===== src/rtl/i2c_txn_scheduler.sv =====
// Round-robin arbiter/sequencer sharing one i2c_master between NREQ clients,
// with per-transaction retry and hung-master recovery via m_rst.
module i2c_txn_scheduler #(
  parameter int NREQ           = 4,
  parameter int MAX_RETRY      = 2,
  parameter int TIMEOUT_CYCLES = 131072
) (
  input  logic            clk,
  input  logic            rst,
  input  logic [NREQ-1:0] req,
  output logic [NREQ-1:0] gnt,
  output logic [NREQ-1:0] done,
  output logic [NREQ-1:0] fail,
  output logic [3:0]      err_code,
  output logic            busy,
  output logic            m_start,
  input  logic            m_busy,
  input  logic [3:0]      m_error,
  output logic            m_rst,
  output logic [2:0]      o_dbg_state
);

  localparam int PW = (NREQ > 1) ? $clog2(NREQ) : 1;
  localparam int TW = $clog2(TIMEOUT_CYCLES + 1);

  typedef enum logic [2:0] {
    S_IDLE      = 3'd0,
    S_START     = 3'd1,
    S_WAIT_ACK  = 3'd2,
    S_WAIT_DONE = 3'd3,
    S_RECOVER   = 3'd4,
    S_RELEASE   = 3'd5
  } state_t;

  state_t          r_state, w_state_nxt;
  logic [PW-1:0]   r_ptr, w_ptr_nxt;
  logic [2:0]      r_retry, w_retry_nxt;
  logic [TW-1:0]   r_tmo, w_tmo_nxt;
  logic [1:0]      r_rec, w_rec_nxt;
  logic [NREQ-1:0] r_gnt, w_gnt_nxt;
  logic [NREQ-1:0] r_done, w_done_nxt;
  logic [NREQ-1:0] r_fail, w_fail_nxt;
  logic [3:0]      r_err, w_err_nxt;
  logic            r_busy, r_mstart, r_mrst;

  logic            w_found;
  logic [PW-1:0]   w_win, w_win_inc;
  logic            w_tmo_hit, w_decide;
  logic [3:0]      w_dec_err;

  // Handshake: a client holds req until its gnt rises; gnt stays high through
  // all retries and drops the cycle after the single done/fail pulse.
  always_comb begin
    w_found = 1'b0;
    w_win   = '0;
    for (int i = 0; i < NREQ; i++) begin
      if (!w_found && req[(int'(r_ptr) + i) % NREQ]) begin
        w_found = 1'b1;
        w_win   = PW'((int'(r_ptr) + i) % NREQ);
      end
    end
  end

  assign w_win_inc = (w_win == PW'(NREQ - 1)) ? '0 : w_win + PW'(1);
  // Counter runs from 0 in START, so reaching the limit here puts RECOVER
  // exactly TIMEOUT_CYCLES after the start pulse.
  assign w_tmo_hit = (r_tmo == TW'(TIMEOUT_CYCLES - 1));
  assign w_dec_err = (r_state == S_RECOVER) ? 4'hF : m_error;

  always_comb begin
    w_state_nxt = r_state;
    w_ptr_nxt   = r_ptr;
    w_retry_nxt = r_retry;
    w_tmo_nxt   = r_tmo;
    w_rec_nxt   = r_rec;
    w_gnt_nxt   = r_gnt;
    w_done_nxt  = '0;
    w_fail_nxt  = '0;
    w_err_nxt   = r_err;
    w_decide    = 1'b0;
    unique case (r_state)
      S_IDLE: begin
        if (w_found) begin
          w_state_nxt = S_START;
          w_gnt_nxt   = NREQ'(1) << w_win;
          w_ptr_nxt   = w_win_inc;
          w_retry_nxt = '0;
          w_tmo_nxt   = '0;
        end
      end
      S_START: begin
        w_state_nxt = S_WAIT_ACK;
        w_tmo_nxt   = r_tmo + TW'(1);
      end
      S_WAIT_ACK: begin
        w_tmo_nxt = r_tmo + TW'(1);
        if (w_tmo_hit) begin
          w_state_nxt = S_RECOVER;
          w_rec_nxt   = '0;
        end else if (m_busy) begin
          w_state_nxt = S_WAIT_DONE;
        end
      end
      S_WAIT_DONE: begin
        w_tmo_nxt = r_tmo + TW'(1);
        if (!m_busy) begin
          w_decide = 1'b1;
        end else if (w_tmo_hit) begin
          w_state_nxt = S_RECOVER;
          w_rec_nxt   = '0;
        end
      end
      S_RECOVER: begin
        w_rec_nxt = r_rec + 2'd1;
        if (r_rec == 2'd3) w_decide = 1'b1;
      end
      S_RELEASE: begin
        w_state_nxt = S_IDLE;
        w_gnt_nxt   = '0;
      end
      default: begin
        w_state_nxt = S_IDLE;
        w_gnt_nxt   = '0;
      end
    endcase
    if (w_decide) begin
      if (w_dec_err == 4'h0) begin
        w_state_nxt = S_RELEASE;
        w_done_nxt  = r_gnt;
        w_err_nxt   = 4'h0;
      end else if (r_retry < 3'(MAX_RETRY)) begin
        w_state_nxt = S_START;
        w_retry_nxt = r_retry + 3'd1;
        w_tmo_nxt   = '0;
      end else begin
        w_state_nxt = S_RELEASE;
        w_fail_nxt  = r_gnt;
        w_err_nxt   = w_dec_err;
      end
    end
  end

  always_ff @(posedge clk or negedge rst) begin
    if (!rst) r_state <= S_IDLE;
    else      r_state <= w_state_nxt;
  end

  always_ff @(posedge clk or negedge rst) begin
    if (!rst) begin
      r_ptr    <= '0;
      r_retry  <= '0;
      r_tmo    <= '0;
      r_rec    <= '0;
      r_gnt    <= '0;
      r_done   <= '0;
      r_fail   <= '0;
      r_err    <= 4'h0;
      r_busy   <= 1'b0;
      r_mstart <= 1'b0;
      r_mrst   <= 1'b0;
    end else begin
      r_ptr    <= w_ptr_nxt;
      r_retry  <= w_retry_nxt;
      r_tmo    <= w_tmo_nxt;
      r_rec    <= w_rec_nxt;
      r_gnt    <= w_gnt_nxt;
      r_done   <= w_done_nxt;
      r_fail   <= w_fail_nxt;
      r_err    <= w_err_nxt;
      r_busy   <= (w_state_nxt != S_IDLE);
      r_mstart <= (w_state_nxt == S_START);
      r_mrst   <= (w_state_nxt == S_RECOVER);
    end
  end

  assign gnt         = r_gnt;
  assign done        = r_done;
  assign fail        = r_fail;
  assign err_code    = r_err;
  assign busy        = r_busy;
  assign m_start     = r_mstart;
  assign m_rst       = r_mrst;
  assign o_dbg_state = r_state;

endmodule


===== config.mk =====
export PLATFORM = sky130hd
export DESIGN_NAME = i2c_txn_scheduler
export DESIGN_NICKNAME = d
export VERILOG_FILES = /design/src/rtl/i2c_txn_scheduler.sv
export SDC_FILE = /design/constraint.sdc
export NUM_CORES = 1
export LEC_CHECK = 0
export ABC_AREA = 1
export CORE_MARGIN = 1
export CORE_UTILIZATION = 30
export CTS_BUF_LIST = sky130_fd_sc_hd__clkbuf_8 sky130_fd_sc_hd__clkbuf_16
export CTS_CLUSTER_SIZE = 25
export DETAILED_ROUTE_END_ITERATION = 16
export GPL_ROUTABILITY_DRIVEN = 0
export GPL_TIMING_DRIVEN = 0
export PLACE_DENSITY = 0.54
export SLEW_MARGIN = 25
export SYNTH_ARGS = -nofsm -noshare
export SYNTH_HDL_FRONTEND = slang
export SYNTH_SLANG_ARGS = --single-unit
export TNS_END_PERCENT = 1

===== constraint.sdc =====
create_clock -name clk -period 4.65 [get_ports clk]
set_input_delay 0.93 -clock clk [delete_from_list [all_inputs] [get_ports clk]]
set_output_delay 0.93 -clock clk [all_outputs]
set_load 0.02 [all_outputs]

==> results of run 1 <==
power by group through the flow:
stage / Clock [W] / Sequential [W] / Combinational (W)
after floorplan: 0 / 0.000626 / 0.000627
final: 0.000299 / 0.000575 / 0.000942
after CTS: 0.000308 / 0.000576 / 0.000957
after detailed placement: 0 / 0.000582 / 0.000952
after global routing: 0.000320 / 0.000590 / 0.00107
after global placement: 0 / 0.000581 / 0.000940
through the flow:
stage	total power, W	util, %	hold slack [ps]	instance area [um^2]	instances
global route	0.00198	37.4	532	3260	501
floorplan	0.00125	-	453	2700	354
global placement	0.00152	36.2	477	3160	494
CTS	0.00184	37.4	506	3260	501
detailed placement	0.00153	36.2	478	3160	494
finish	0.00182	37.4	500	3260	501
cells in the mapped netlist:
cell / instances / area (um^2)
or2_1: 1 / 6.26
buf_2: 1 / 5.00
nand4_1: 4 / 25.0
a31oi_1: 1 / 6.26
and2_1: 1 / 6.26
nor2_4: 2 / 22.5
nand2_2: 9 / 56.3
nor2_2: 5 / 31.3
nor3_1: 11 / 55.1
o211ai_1: 3 / 22.5
dfrtp_1: 47 / 1180
o21ai_0: 13 / 65.1
nand3b_1: 2 / 15.0
o21ai_2: 1 / 8.76
inv_6: 1 / 8.76
buf_6: 2 / 22.5
a22o_1: 3 / 26.3
clkbuf_1: 1 / 3.75
inv_1: 36 / 135
ha_1: 7 / 87.6
clkinv_1: 1 / 3.75
or2_2: 1 / 6.26
o21ai_4: 1 / 16.3
inv_4: 1 / 6.26
nand3_2: 2 / 20.0
xor2_1: 1 / 8.76
nor2_8: 1 / 20.0
nor2_1: 32 / 120
o21bai_1: 4 / 30.0
o21ai_1: 6 / 30.0
nand2_1: 101 / 379
inv_2: 8 / 30.0
nand4_4: 1 / 21.3
a21oi_1: 17 / 85.1
a21oi_2: 1 / 8.76
nand2_4: 1 / 11.3
nand3_1: 24 / 120
registers in the layout (all words and copies together), names as in the netlist:
name / cells
r_tmo: 18
m_rst: 1
r_rec: 2
r_ptr: 2
fail: 4
m_start: 1
done: 4
busy: 1
o_dbg_state: 3
gnt: 4
err_code: 4
r_retry: 3
layout make-up:
class,count,area [um^2]
inverters,47,184
repair buffers,32,318
plain buffers,4,31.3
flip-flops and latches,47,1180
multi-input cells,256,1310
clock buffers,5,68.8
fillers,921,5460
well taps,108,135
clock inverters,2,37.5
final timing paths:
kind / depth (start not counted) / startpoint / slack [ps] / endpoint
min in group asynchronous: 1 / rst / 640 / r_ptr[0]
setup reg to reg: 12 / r_ptr[0] / 2490 / r_ptr[1]
setup / recovery: 11 / req[0] / 1960 / r_ptr[1]
max in group asynchronous: 1 / rst / 3600 / r_retry[0]
hold / removal: 2 / err_code[1] / 500 / err_code[1]
hold reg to reg: 2 / err_code[1] / 500 / err_code[1]
layer usage:
layer / global-route usage (%) / up-vias / wire, um
met4: 2.76 / 0 / 31
met3: 3.11 / 4 / 234
li1: - / 1210 / -
met2: 24.0 / 43 / 2960
met1: 18.5 / 1111 / 2970
met5: 0 / - / 0
cells by family after synthesis:
kind of cell,after synthesis
AOI/OAI and AO/OA,50
xor gates and xnor gates,1
adders and majority gates,7
buffers and inverters,51
DFF,47
and+or+nand+nor,198
worst max-delay path, cell delays in order:
cell             delay, ps
clkdlybuf4s50_1        490
nand2_1                 60
nand2_1                 80
nand2_1                 50
and2_1                 200
nand3b_1               190
o21ai_0                350
inv_1                  120
ha_1                   290
nand2_1                 60
o21ai_1                 50
==> out/results.tsv, run 1 <==
stage	metric	value	unit
cts	Clock transition at path regs	90	ps
timing	Max Slew Vio Count	0	
placed_design	dpl ws	1640	ps
route	number of DRC markers in iteration 0	122	
timing	Layout Skew	8.83	ps
cts	CTS root buf	clkbuf_8	
global_routing	initial antenna violation count	0	
power_and_ir_drop	VDD IR-drop max	0.233	mV
power_and_ir_drop	Gate power share	51.9	%
yosys	synth unique cells	37	
yosys	post-synthesis adder-cell area fraction	3.24	%
floorplanning	initial core utilization	31.0	%
route	drt first pass iters	4	
floorplanning	Core Region	8720	um^2
route	Routed WL	6200	um
placed_design	dpl hpwl	4550	um
cts	H-tree Lvls	2	
power_and_ir_drop	Sw Ratio	45.1	%
global_routing	number of global-route vias before repair	2339	
cells_and_area	most common cell after layout, fill and taps aside	nand2_1	
floorplanning	I/O pin total	33	
yosys	largest family of logic cells by synthesized area	simple AND/OR/NAND/NOR gates	
floorplanning	Die Area	9390	um^2
timing	setup_tns	0	ps
route	wire per inst	12.4	um
setup_path	Worst EP arrival	2880	ps
yosys	Post-Synth XOR/XNOR Area	0.324	%
cts	post-CTS sizing	0	
setup_path	CP Class	in -> reg	
cts	Inserted Clock Buffers	5	
cells_and_area	layout cells sized above 1	11.7	%
yosys	synthesized instance count	354	
timing	Tmin final	2690	ps
setup_path	Startpoint Class	input pin	
route	ANT nets after route	0	
cts	Sink Count	47	
cells_and_area	commonest cells after routing, fill and taps aside	101 x nand2_1, 47 x dfrtp_1, 36 x inv_1, 32 x nor2_1, 31 x clkdlybuf4s50_1	
run_status	status	completed	
yosys	post-synthesis mux area share	0	%
floorplanning	Die Span X	96.9	um
timing	final setup fails	0	
route	vias	2368	
yosys	Synth Area in Compound Gates	11.1	%
timing	Hold Vio Cnt, Final	0	
power_and_ir_drop	PD cells	557	nW/um^2
cts	CTS tree	built	
cts	hold buffer count at cts	0	
power_and_ir_drop	P_leak	1.55	nW
yosys	Mapped Area	2700	um^2
setup_path	Req. time, crit path	4840	ps
cts	Clock Latency Late Sink	300	ps
setup_path	Setup crit end kind	flip-flop	
timing	Max Fclk	372	MHz
yosys	Post-Syn Area per Cell	7.63	um^2
cells_and_area	Final #Nets	411	
global_routing	GR Util All Layers	14.1	%
route	# DRC	0	
yosys	sequential area share after synthesis	43.5	%
yosys	Syn Nets	372	
power_and_ir_drop	sequential power share	31.7	%
power_and_ir_drop	Sw Pwr	0.000819	W
run	max_cap viols	0	
power_and_ir_drop	Clk pwr share	16.5	%
global_routing	GRT overflow	0	
route	via/cell ratio	4.73	
cts	clk buf depth	2	
yosys	Ys Warns	0	
cells_and_area	Ant. Diodes	0	
timing	RSZ-0062 raised after global routing	false	
hold_path	worst min-delay path class	reg -> reg	
yosys	Yosys reg bits	47	
cells_and_area	P&R area growth vs syn	20.7	%
timing	Worst Tran Pin Value	615	ps
setup_path	CP max FO	3	
timing	Max transition margin	59.0	%
yosys	simple-gate share of the synthesized area	33.9	%
floorplanning	Die Ht	96.9	um
global_routing	largest net degree at the start of global routing	48	
floorplanning	row cnt	34	
power_and_ir_drop	Internal Power	0.000996	W
timing	ratio of final minimum period to clock period	57.8	%
placed_design	Buffers on Ports	32	
timing	post-route setup slack	1960	ps
cts	setup bufs post-CTS	0	
global_routing	first-pass GRT wire length	11100	um
(Power assumes the default switching activity.)
==> run 2: changes to the inputs <==
==> constraint.sdc (replaced) <==
create_clock -name clk -period 2.55 [get_ports clk]
set_input_delay 0.51 -clock clk [delete_from_list [all_inputs] [get_ports clk]]
set_output_delay 0.51 -clock clk [all_outputs]
set_load 0.02 [all_outputs]
==> results of run 2 <==
The final DEF is identical to that of run 1. Status: completed.
Main changes from that run: setup slack after placement 1640 ps -> -42.2 ps; setup slack after layout 1960 ps -> 284 ps; hold slack 500 ps -> 217 ps; register-to-register setup slack 2490 ps -> 390 ps; total power 0.00182 W -> 0.00331 W; worst IR drop on VDD 0.233 mV -> 0.425 mV
==> run 3: changes to the inputs <==
--- a/config.mk
+++ b/config.mk
@@ -7,13 +7,13 @@
 export LEC_CHECK = 0
 export ABC_AREA = 1
 export CORE_MARGIN = 1
-export CORE_UTILIZATION = 30
+export CORE_UTILIZATION = 53
 export CTS_BUF_LIST = sky130_fd_sc_hd__clkbuf_8 sky130_fd_sc_hd__clkbuf_16
 export CTS_CLUSTER_SIZE = 25
 export DETAILED_ROUTE_END_ITERATION = 16
 export GPL_ROUTABILITY_DRIVEN = 0
 export GPL_TIMING_DRIVEN = 0
-export PLACE_DENSITY = 0.54
+export PLACE_DENSITY = 0.83
 export SLEW_MARGIN = 25
 export SYNTH_ARGS = -nofsm -noshare
 export SYNTH_HDL_FRONTEND = slang
==> out/results.tsv, run 3 (same netlist as run 1, synthesis figures left out) <==
stage	metric	value	unit	change
power_and_ir_drop	Gate power share	52.9	%	+1.0 points
setup_path	Req. time, crit path	2740	ps	
hold_path	worst min-delay path class	in -> async		
power_and_ir_drop	VDD IR-drop max	0.695	mV	
cells_and_area	max reg flops	18		unchanged
timing	setup_tns	0	ps	unchanged
global_routing	GR Util All Layers	23.6	%	+9.4 points
timing	final setup fails	0		unchanged
cells_and_area	P&R area growth vs syn	19.0	%	
floorplanning	initial core utilization	56.1	%	+25 points
route	drt first pass iters	4		unchanged
timing	Max Slew Vio Count	0		unchanged
global_routing	first-pass GRT wire length	9830	um	-11%
power_and_ir_drop	Sw Ratio	45.6	%	
timing	Max Fclk	439	MHz	
cts	Clock transition at path regs	90	ps	about the same
cts	Inserted Clock Buffers	5		unchanged
floorplanning	Die Ht	73.4	um	-24%
cells_and_area	commonest cells after routing, fill and taps aside	101 x nand2_1, 47 x dfrtp_1, 37 x inv_1, 32 x nor2_1, 31 x clkdlybuf4s50_1		
cells_and_area	Final #Nets	412		+0.24%
cts	setup bufs post-CTS	0		unchanged
cts	CTS root buf	clkbuf_8		
route	Routed WL	5560	um	-10%
timing	Worst Tran Pin Value	491	ps	-124 ps
floorplanning	Core Region	4820	um^2	-45%
power_and_ir_drop	Internal Power	0.00175	W	
timing	Hold Vio Cnt, Final	0		unchanged
run	max_cap viols	0		unchanged
setup_path	Worst EP arrival	2470	ps	
timing	Layout Skew	8.41	ps	-0.414 ps
setup_path	Startpoint Class	input pin		
cts	Clock Latency Late Sink	300	ps	about the same
power_and_ir_drop	Sw Pwr	0.00147	W	
power_and_ir_drop	sequential power share	32.6	%	+0.9 points
global_routing	number of global-route vias before repair	2245		-4.0%
cts	Sink Count	47		unchanged
cts	CTS tree	built		
global_routing	largest net degree at the start of global routing	29		-40%
floorplanning	Die Span X	73.4	um	-24%
cells_and_area	layout cells sized above 1	11.9	%	+0.19 points
run_status	status	completed		
power_and_ir_drop	P_leak	1.56	nW	+0.70%
route	vias	2324		-1.9%
placed_design	Buffers on Ports	32		unchanged
cts	hold buffer count at cts	0		unchanged
floorplanning	I/O pin total	33		unchanged
cells_and_area	Design Area, Final	3220	um^2	-1.4%
route	ANT nets after route	0		unchanged
global_routing	initial antenna violation count	0		unchanged
cts	post-CTS sizing	0		unchanged
cts	clk buf depth	2		unchanged
cells_and_area	Top reg by flops	r_tmo		
setup_path	Setup crit end kind	flip-flop		
timing	Tmin final	2280	ps	
route	wire per inst	12.0	um	-2.7%
power_and_ir_drop	Clk pwr share	14.5	%	-2.0 points
timing	Max transition margin	66.9	%	+7.9 points
route	via/cell ratio	5.03		+6.4%
setup_path	CP max FO	3		unchanged
timing	ratio of final minimum period to clock period	89.4	%	
placed_design	Cell Area, Placed	3120	um^2	-1.1%
global_routing	GRT overflow	0		unchanged
setup_path	reg2reg setup slack	380	ps	
route	# DRC	0		unchanged
cells_and_area	most common cell after layout, fill and taps aside	nand2_1		
timing	RSZ-0062 raised after global routing	false		
route	number of DRC markers in iteration 0	99		-19%
floorplanning	Die Area	5390	um^2	-43%
cts	H-tree Lvls	2		unchanged
power_and_ir_drop	PD cells	1000	nW/um^2	
setup_path	CP Class	in -> reg		
placed_design	dpl hpwl	4250	um	-6.6%
floorplanning	row cnt	25		-26%
cells_and_area	Ant. Diodes	0		unchanged
run 3: changes by cell type in the layout (fill, tap and decap cells not counted):
cell        delta
buf_2          +1
inv_1          +1
buf_4          -1
clkinv_4       +1
clkinvlp_4     -1
bufinv_16      -1
clkbuf_8       +1
buf_12         +1
run 3: worst paths after layout:
check / start / end / depth (start not counted)
max: req[0] / r_ptr[1] / 11
min: rst / r_tmo[10] / 1
max reg2reg: r_ptr[0] / r_ptr[1] / 12
min reg2reg: err_code[2] / err_code[2] / 2
max in group asynchronous: rst / fail[3] / 2
min in group clk: err_code[2] / err_code[2] / 2
run 3: cell type report:
type | instances | area (um^2)
Timing Repair Buffer | 33 | 335
Sequential cell | 47 | 1180
Tap cell | 67 | 83.8
Clock buffer | 6 | 82.6
Multi-Input combinational cell | 256 | 1310
Buffer | 4 | 31.3
Clock inverter | 2 | 12.5
Inverter | 47 | 184
Fill cell | 401 | 1600
run 3: per-layer routing:
metal | up-vias | share of wire (%) | track usage, %
met2 | 44 | 48 | 41.4
met3 | 9 | 4.7 | 5.35
met1 | 1055 | 46 | 29.1
li1 | 1216 | - | -
met4 | 0 | 1.3 | 6.84
met5 | - | 0 | 0
run 3: stage by stage:
| step | util, % | hold WS (ps) | setup slack (ps) | total power, W | instances |
|---|---|---|---|---|---|
| finish | 66.8 | 154 | 270 | 0.00322 | 462 |
| floorplan | - | 214 | 637 | 0.00229 | 354 |
| global route | 66.8 | 192 | 46.2 | 0.00349 | 462 |
| detailed placement | 64.8 | 473 | -59.0 | 0.00276 | 454 |
| CTS | 66.8 | 164 | 252 | 0.00324 | 462 |
| global placement | 64.5 | 467 | -322 | 0.00271 | 453 |
run 3: power by group through the flow:
stage	sequential, W	clock, W	combinational [W]
floorplan	0.00114	0	0.00114
global route	0.00107	0.000505	0.00192
detailed placement	0.00106	0	0.00171
global placement	0.00105	0	0.00166
CTS	0.00105	0.000479	0.00172
finish	0.00105	0.000467	0.00170
run 3: critical path, stage by stage:
cell and delay, ps:
clkdlybuf4s50_1 480, nand2_1 50, nand2_1 80, nand2_1 50
and2_1 200, nand3b_1 180, o21ai_0 380, inv_1 130
ha_1 290, nand2_1 60, o21ai_1 50
